==> src/rtl/alu_issue_ctrl_pkg.sv <==
// rtl/alu_issue_ctrl_pkg.sv - shared opcodes, FSM states and instruction field positions
// Contents: opcode constants shared with the ALU, issue FSM state enum,
// instruction field bit positions, register-file geometry, opcode classifier.
package alu_issue_ctrl_pkg;

  localparam logic [3:0] OP_LDI = 4'b0001;
  localparam logic [3:0] OP_ADD = 4'b0010;
  localparam logic [3:0] OP_SUB = 4'b0011;
  localparam logic [3:0] OP_AND = 4'b0100;
  localparam logic [3:0] OP_OR  = 4'b0101;
  localparam logic [3:0] OP_XOR = 4'b0110;
  localparam logic [3:0] OP_NOT = 4'b0111;

  localparam int OPC_MSB = 15;
  localparam int OPC_LSB = 12;
  localparam int RD_MSB  = 11;
  localparam int RD_LSB  = 9;
  localparam int RS1_MSB = 8;
  localparam int RS1_LSB = 6;
  localparam int RS2_MSB = 5;
  localparam int RS2_LSB = 3;
  localparam int IMM_MSB = 7;
  localparam int IMM_LSB = 0;

  localparam int NUM_REGS = 8;
  localparam int REG_AW   = 3;

  typedef enum logic [1:0] {
    ST_IDLE,
    ST_EXEC,
    ST_WB,
    ST_ERR
  } state_t;

  // Opcodes that go through the ALU (everything decodable except LDI).
  function automatic logic is_alu_op(input logic [3:0] op);
    return op inside {OP_ADD, OP_SUB, OP_AND, OP_OR, OP_XOR, OP_NOT};
  endfunction

endpackage

==> src/rtl/alu_regfile.sv <==
// rtl/alu_regfile.sv - 8-entry register file, two async read ports, debug read, one sync write
// Ports: clk, rst (sync clear of all entries), we/waddr/wdata write port,
// raddr_a/rdata_a and raddr_b/rdata_b operand reads, dbg_addr/dbg_data debug read.
module alu_regfile
  import alu_issue_ctrl_pkg::*;
#(
  parameter int WIDTH = 8
) (
  input  logic              clk,
  input  logic              rst,
  input  logic              we,
  input  logic [REG_AW-1:0] waddr,
  input  logic [WIDTH-1:0]  wdata,
  input  logic [REG_AW-1:0] raddr_a,
  output logic [WIDTH-1:0]  rdata_a,
  input  logic [REG_AW-1:0] raddr_b,
  output logic [WIDTH-1:0]  rdata_b,
  input  logic [REG_AW-1:0] dbg_addr,
  output logic [WIDTH-1:0]  dbg_data
);

  logic [WIDTH-1:0] mem [NUM_REGS];

  always_ff @(posedge clk) begin
    if (rst) begin
      for (int i = 0; i < NUM_REGS; i++) begin
        mem[i] <= '0;
      end
    end else if (we) begin
      mem[waddr] <= wdata;
    end
  end

  assign rdata_a  = mem[raddr_a];
  assign rdata_b  = mem[raddr_b];
  assign dbg_data = mem[dbg_addr];

endmodule

==> src/rtl/alu_issue_ctrl.sv <==
// rtl/alu_issue_ctrl.sv - single-issue instruction controller driving an external registered ALU
// Ports: clk, rst (sync, active-high); instr_valid/instr_ready/instr instruction handshake;
// alu_en/alu_oe/alu_opcode/alu_a/alu_b to the ALU; alu_out and cf_in/of_in/sf_in/zf_in from it;
// done (write-back pulse), illegal (bad opcode pulse), flags {CF,OF,SF,ZF};
// dbg_addr/dbg_data combinational register-file read.
module alu_issue_ctrl
  import alu_issue_ctrl_pkg::*;
#(
  parameter int WIDTH = 8
) (
  input  logic              clk,
  input  logic              rst,
  input  logic              instr_valid,
  output logic              instr_ready,
  input  logic [15:0]       instr,
  output logic              alu_en,
  output logic              alu_oe,
  output logic [3:0]        alu_opcode,
  output logic [WIDTH-1:0]  alu_a,
  output logic [WIDTH-1:0]  alu_b,
  input  logic [WIDTH-1:0]  alu_out,
  input  logic              cf_in,
  input  logic              of_in,
  input  logic              sf_in,
  input  logic              zf_in,
  output logic              done,
  output logic              illegal,
  output logic [3:0]        flags,
  input  logic [REG_AW-1:0] dbg_addr,
  output logic [WIDTH-1:0]  dbg_data
);

  state_t state, state_nxt;

  logic              accept;
  logic [3:0]        in_opcode;
  logic [3:0]        opcode_q;
  logic [REG_AW-1:0] rd_q;
  logic [7:0]        imm_q;
  logic [WIDTH-1:0]  rs1_data;
  logic [WIDTH-1:0]  rs2_data;
  logic [WIDTH-1:0]  wb_data;

  assign in_opcode = instr[OPC_MSB:OPC_LSB];
  assign alu_oe    = 1'b1;

  always_ff @(posedge clk) begin
    if (rst) begin
      state <= ST_IDLE;
    end else begin
      state <= state_nxt;
    end
  end

  // done/illegal are gated by rst so a reset landing in WB or ERR also
  // cancels the pulse and the register write it qualifies.
  always_comb begin
    state_nxt   = state;
    instr_ready = 1'b0;
    accept      = 1'b0;
    done        = 1'b0;
    illegal     = 1'b0;
    case (state)
      ST_IDLE: begin
        instr_ready = 1'b1;
        accept      = instr_valid;
        if (instr_valid) begin
          if (is_alu_op(in_opcode)) begin
            state_nxt = ST_EXEC;
          end else if (in_opcode == OP_LDI) begin
            state_nxt = ST_WB;
          end else begin
            state_nxt = ST_ERR;
          end
        end
      end
      ST_EXEC: state_nxt = ST_WB;
      ST_WB: begin
        done      = ~rst;
        state_nxt = ST_IDLE;
      end
      ST_ERR: begin
        illegal   = ~rst;
        state_nxt = ST_IDLE;
      end
      default: state_nxt = ST_IDLE;
    endcase
  end

  // ALU drive is registered at the accept edge, so alu_en is high exactly
  // during EXEC and the operand/opcode outputs hold until the next ALU op.
  // Operands are read at accept, before any write-back of this instruction.
  always_ff @(posedge clk) begin
    if (rst) begin
      opcode_q   <= '0;
      rd_q       <= '0;
      imm_q      <= '0;
      alu_en     <= 1'b0;
      alu_opcode <= '0;
      alu_a      <= '0;
      alu_b      <= '0;
      flags      <= '0;
    end else begin
      alu_en <= 1'b0;
      if (accept) begin
        opcode_q <= in_opcode;
        rd_q     <= instr[RD_MSB:RD_LSB];
        imm_q    <= instr[IMM_MSB:IMM_LSB];
        if (is_alu_op(in_opcode)) begin
          alu_en     <= 1'b1;
          alu_opcode <= in_opcode;
          alu_a      <= rs1_data;
          alu_b      <= rs2_data;
        end
      end
      if (done && (opcode_q != OP_LDI)) begin
        flags <= {cf_in, of_in, sf_in, zf_in};
      end
    end
  end

  assign wb_data = (opcode_q == OP_LDI) ? WIDTH'(imm_q) : alu_out;

  alu_regfile #(
    .WIDTH (WIDTH)
  ) u_regfile (
    .clk      (clk),
    .rst      (rst),
    .we       (done),
    .waddr    (rd_q),
    .wdata    (wb_data),
    .raddr_a  (instr[RS1_MSB:RS1_LSB]),
    .rdata_a  (rs1_data),
    .raddr_b  (instr[RS2_MSB:RS2_LSB]),
    .rdata_b  (rs2_data),
    .dbg_addr (dbg_addr),
    .dbg_data (dbg_data)
  );

endmodule

==> config.mk <==
export PLATFORM = sky130hd
export DESIGN_NAME = alu_issue_ctrl
export DESIGN_NICKNAME = d
export VERILOG_FILES = /design/src/rtl/alu_issue_ctrl_pkg.sv /design/src/rtl/alu_regfile.sv /design/src/rtl/alu_issue_ctrl.sv
export SDC_FILE = /design/constraint.sdc
export NUM_CORES = 1
export LEC_CHECK = 0
export BUFFER_PORTS_ARGS = -buffer_cell sky130_fd_sc_hd__buf_4
export CAP_MARGIN = 40
export CORE_AREA = 2 2 113 115
export DETAILED_ROUTE_END_ITERATION = 8
export DIE_AREA = 0 0 115 117
export HOLD_SLACK_MARGIN = 0.02
export MAX_ROUTING_LAYER = met4
export PLACE_DENSITY = 0.62
export SLEW_MARGIN = 30
export SYNTH_ARGS = -nofsm -noshare
export SYNTH_HDL_FRONTEND = slang
export SYNTH_SLANG_ARGS = --single-unit
export TNS_END_PERCENT = 10
==> constraint.sdc <==
create_clock -name clk -period 1.97 [get_ports clk]
set_clock_uncertainty 0.15 [all_clocks]
set_input_delay 0.197 -clock clk [delete_from_list [all_inputs] [get_ports clk]]
set_output_delay 0.197 -clock clk [all_outputs]
set_load 0.02 [all_outputs]
==> qor.yml <==
floorplan:
  start_util_pct: 44.0
  fp.dieH_microns: 117
  fp-row-count: 41
  die_area_sq_um: 13500
  chipWidth_microns: 115
  ios: 71
  core-area_sq_um: 12300
finish:
  final_area_sq_um: 6970
  n_antenna_cell: 0
  nNetsFinal: 568
  area.sequential_sq_um: 2770
  fillCellCount: 998
  postLayoutCoreUtil_pct: 56.6
  drive_above_1_share_pct: 38.2
  multi_input_area_sq_um: 2510
  stdcell_count: 689
  syn2layout_area_growth_pct: 28.7
global_routing:
  grt_pass1_wl_mm: 21.9
  overflow: 0
  grt_util_all_layers_pct: 23.1
  grt_pass1_vias: 3936
  antenna_found_initial: 0
  grt_max_degree: 33
synth:
  netlist_instances: 426
  synthArstFlopShare_pct: 0
  synth_fp_nets: 460
  syn_area_sq_um: 5410
  ys_seq_elements: 106
  synth_top_cell_area_share_pct: 35.5
  yosysTopAreaCell: "edfxtp_1"
  synth_enable_flop_cells: 64
  synth_flop_cell: "edfxtp_1"
  syn_area_per_cell_sq_um: 12.7
  synth_commonest_cells: "67 x nor2_1, 64 x edfxtp_1, 48 x mux4_2"
  synth_area_leaders: "edfxtp_1 35%, mux4_2 20%, dfxtp_1 16%, nor2_1 4.6%, a21oi_1 3.6%"
  synth.most_common_cell: "nor2_1"
  ys_warn_count: 0
  yosys.cell_types.count: 33
  ys_seq_area_share_pct: 51.0
routing:
  wl_per_cell_microns: 21.2
  drc: 0
  viasPerCell: 5.82
  routed-via-count: 4012
  routed_wl_mm: 14.6
  antenna_left: 0
  dr.pass1.iters: 5
  drt_iter0_drc: 319
clock_network:
  root_buffer: "clkbuf_16"
  clk_latency_ps: 350
  cts_buffers: 9
  clk_pin_slew_ps: 70
  clk_path_buf_depth: 2
  cts_tree: "yes"
  htreeDepth: 3
  cts_sinks: 106
setup_path:
  crit_required_ps: 1620
  worstRegToRegCells: 4
  crit_arrival_ps: 1680
  worstSetupPathType: "flip-flop to output pin"
  path_delay_family: "multiplexers"
  cp-start-kind: "flip-flop"
  r2r_slack_ps: 80
  cp_max_fo: 3
  path_buf_inv: 1
  cpPeakStageDelay_ps: 480
  cp_cell_sequence: "mux4_2, mux2_4, buf_6"
  startpoint: "u_regfile.mem[3][0]"
  r2r-end: "u_regfile.mem[5][4]"
  r2r-start: "opcode_q[3]"
  end_kind: "output pin"
  crit_slowest_cell: "mux4_2"
job:
  drv_cap: 0
place:
  dpl.hpwl_mm: 9.87
  postPlaceCellArea_sq_um: 6290
  place_inst: 639
  port_buffers: 69
  dp_slack_ps: 26.4
  gp_congestion: 0.832
sta:
  worst_slack_ps: -61.8
  final.setup.tns_ps: -364
  worst_slew_pin_slew_ps: 599
  fmax_ghz: 0.492
  setup_viol: 8
  report.final.slew_viol_count: 0
  rsz0062_at_grt: "true"
  relSlewSlack_pct: 59.5
  min_period_over_period_pct: 103
  finalHoldViolCount: 0
  finalCriticalPeriod_ps: 2030
worst_hold_path:
  hp-class: "input pin to flip-flop"
  worstHoldStart: "rst"
  holdPathStages: 2
  min_to: "rd_q[2]"
power:
  peakVddDrop_v: 0.000431
  pwr_density_cell_nw_per_um2: 763
  p_leak_nw: 2.67
outcome:
  status: "complete, but fails checks"
  violations: "setup timing"
-- kinds of logic (layout without fill, tap and decap cells) --
family | count (synthesis) | count (layout) | share of synthesized area, %
compound gates | 65 | 65 | 6.96
mux | 80 | 80 | 27.5
other cells | 1 | 1 | 0.0693
simple gates | 135 | 135 | 11.0
flops | 106 | 106 | 51.0
buf+inv | 39 | 152 | 3.44
-- registers in the layout, indices dropped and copies added, names as in the netlist --
register and count:
alu_a 8, alu_b 8, alu_en 1, alu_opcode 4, flags 4, imm_q 8
opcode_q 4, rd_q 3, state 2, u_regfile.mem 64
-- metal layers --
layer / GRT usage [%] / wire length, microns / vias up
li1: - / - / 1829
met1: 28.6 / 5830 / 1967
met2: 37.1 / 7410 / 173
met3: 4.07 / 912 / 43
met4: 11.2 / 484 / 0
met5: - / 0 / -
-- cell type report --
class / count / area share, %
sequential: 106 / 39.7
multi-input combinational: 281 / 36.0
timing repair buffer: 134 / 17.0
clock buffer: 10 / 3.43
tap: 150 / 2.69
clock inverter: 6 / 1.02
inverter: 2 / 0.108
-- worst max-delay path by stage --
stage,cells after the start,slack [ps],endpoint
2_1_floorplan,4,60,dbg_data[0]
3_3_place_gp,5,40,u_regfile.mem[5][7]
3_5_place_dp,5,30,u_regfile.mem[4][7]
4_1_cts,3,-70,dbg_data[0]
5_1_grt,3,-100,dbg_data[0]
6_report,3,-60,dbg_data[0]
-- through the flow --
| stage | total power, mW | hold WS [ps] |
|---|---|---|
| final | 5.32 | 59.3 |
| after floorplan | 3.09 | 173 |
| after detailed placement | 3.43 | 293 |
| after global placement | 3.41 | 284 |
| after CTS | 5.33 | 40.4 |
| after global routing | 5.47 | 65.1 |
-- placed cells by master (no fill, tap or decap), drive strengths merged --
cell type,netlist,routed
buf,20,119
nor2,68,68
edfxtp,64,64
mux4,48,48
dfxtp,42,42
a21oi,39,39
nand2,32,32
mux2i,24,24
a211oi,16,16
dlygate4sd3,0,15
nand3,11,11
clkbuf,17,10
nand2b,8,8
mux2,8,8
o21ai,7,7
inv,2,5
nor3,4,4
nand4,3,3
nor3b,3,3
or3b,2,2
clkinv,0,2
nor2b,1,1
nor4,1,1
or4b,1,1
o21bai,1,1
o21ba,1,1
a311oi,1,1
nor4b,1,1
conb,1,1
bufinv,0,1
-- timing repair --
action                                  4_1_cts  5_1_grt
setup buffers                                17        2
resized for setup                            15        5
endpoints found under the hold margin        19        0
hold buffers                                 15        0
pin swaps                                     0        0
endpoints found under the setup margin        9       28
-- where the power goes --
part,switching [mW],leakage [nW],internal [mW]
combinational,0.455,1.51,0.470
sequential,0.0806,1.01,2.45
clock,0.828,0.154,1.04
total,1.36,2.67,3.95
Note: power is estimated with default switching activity, not from simulation.
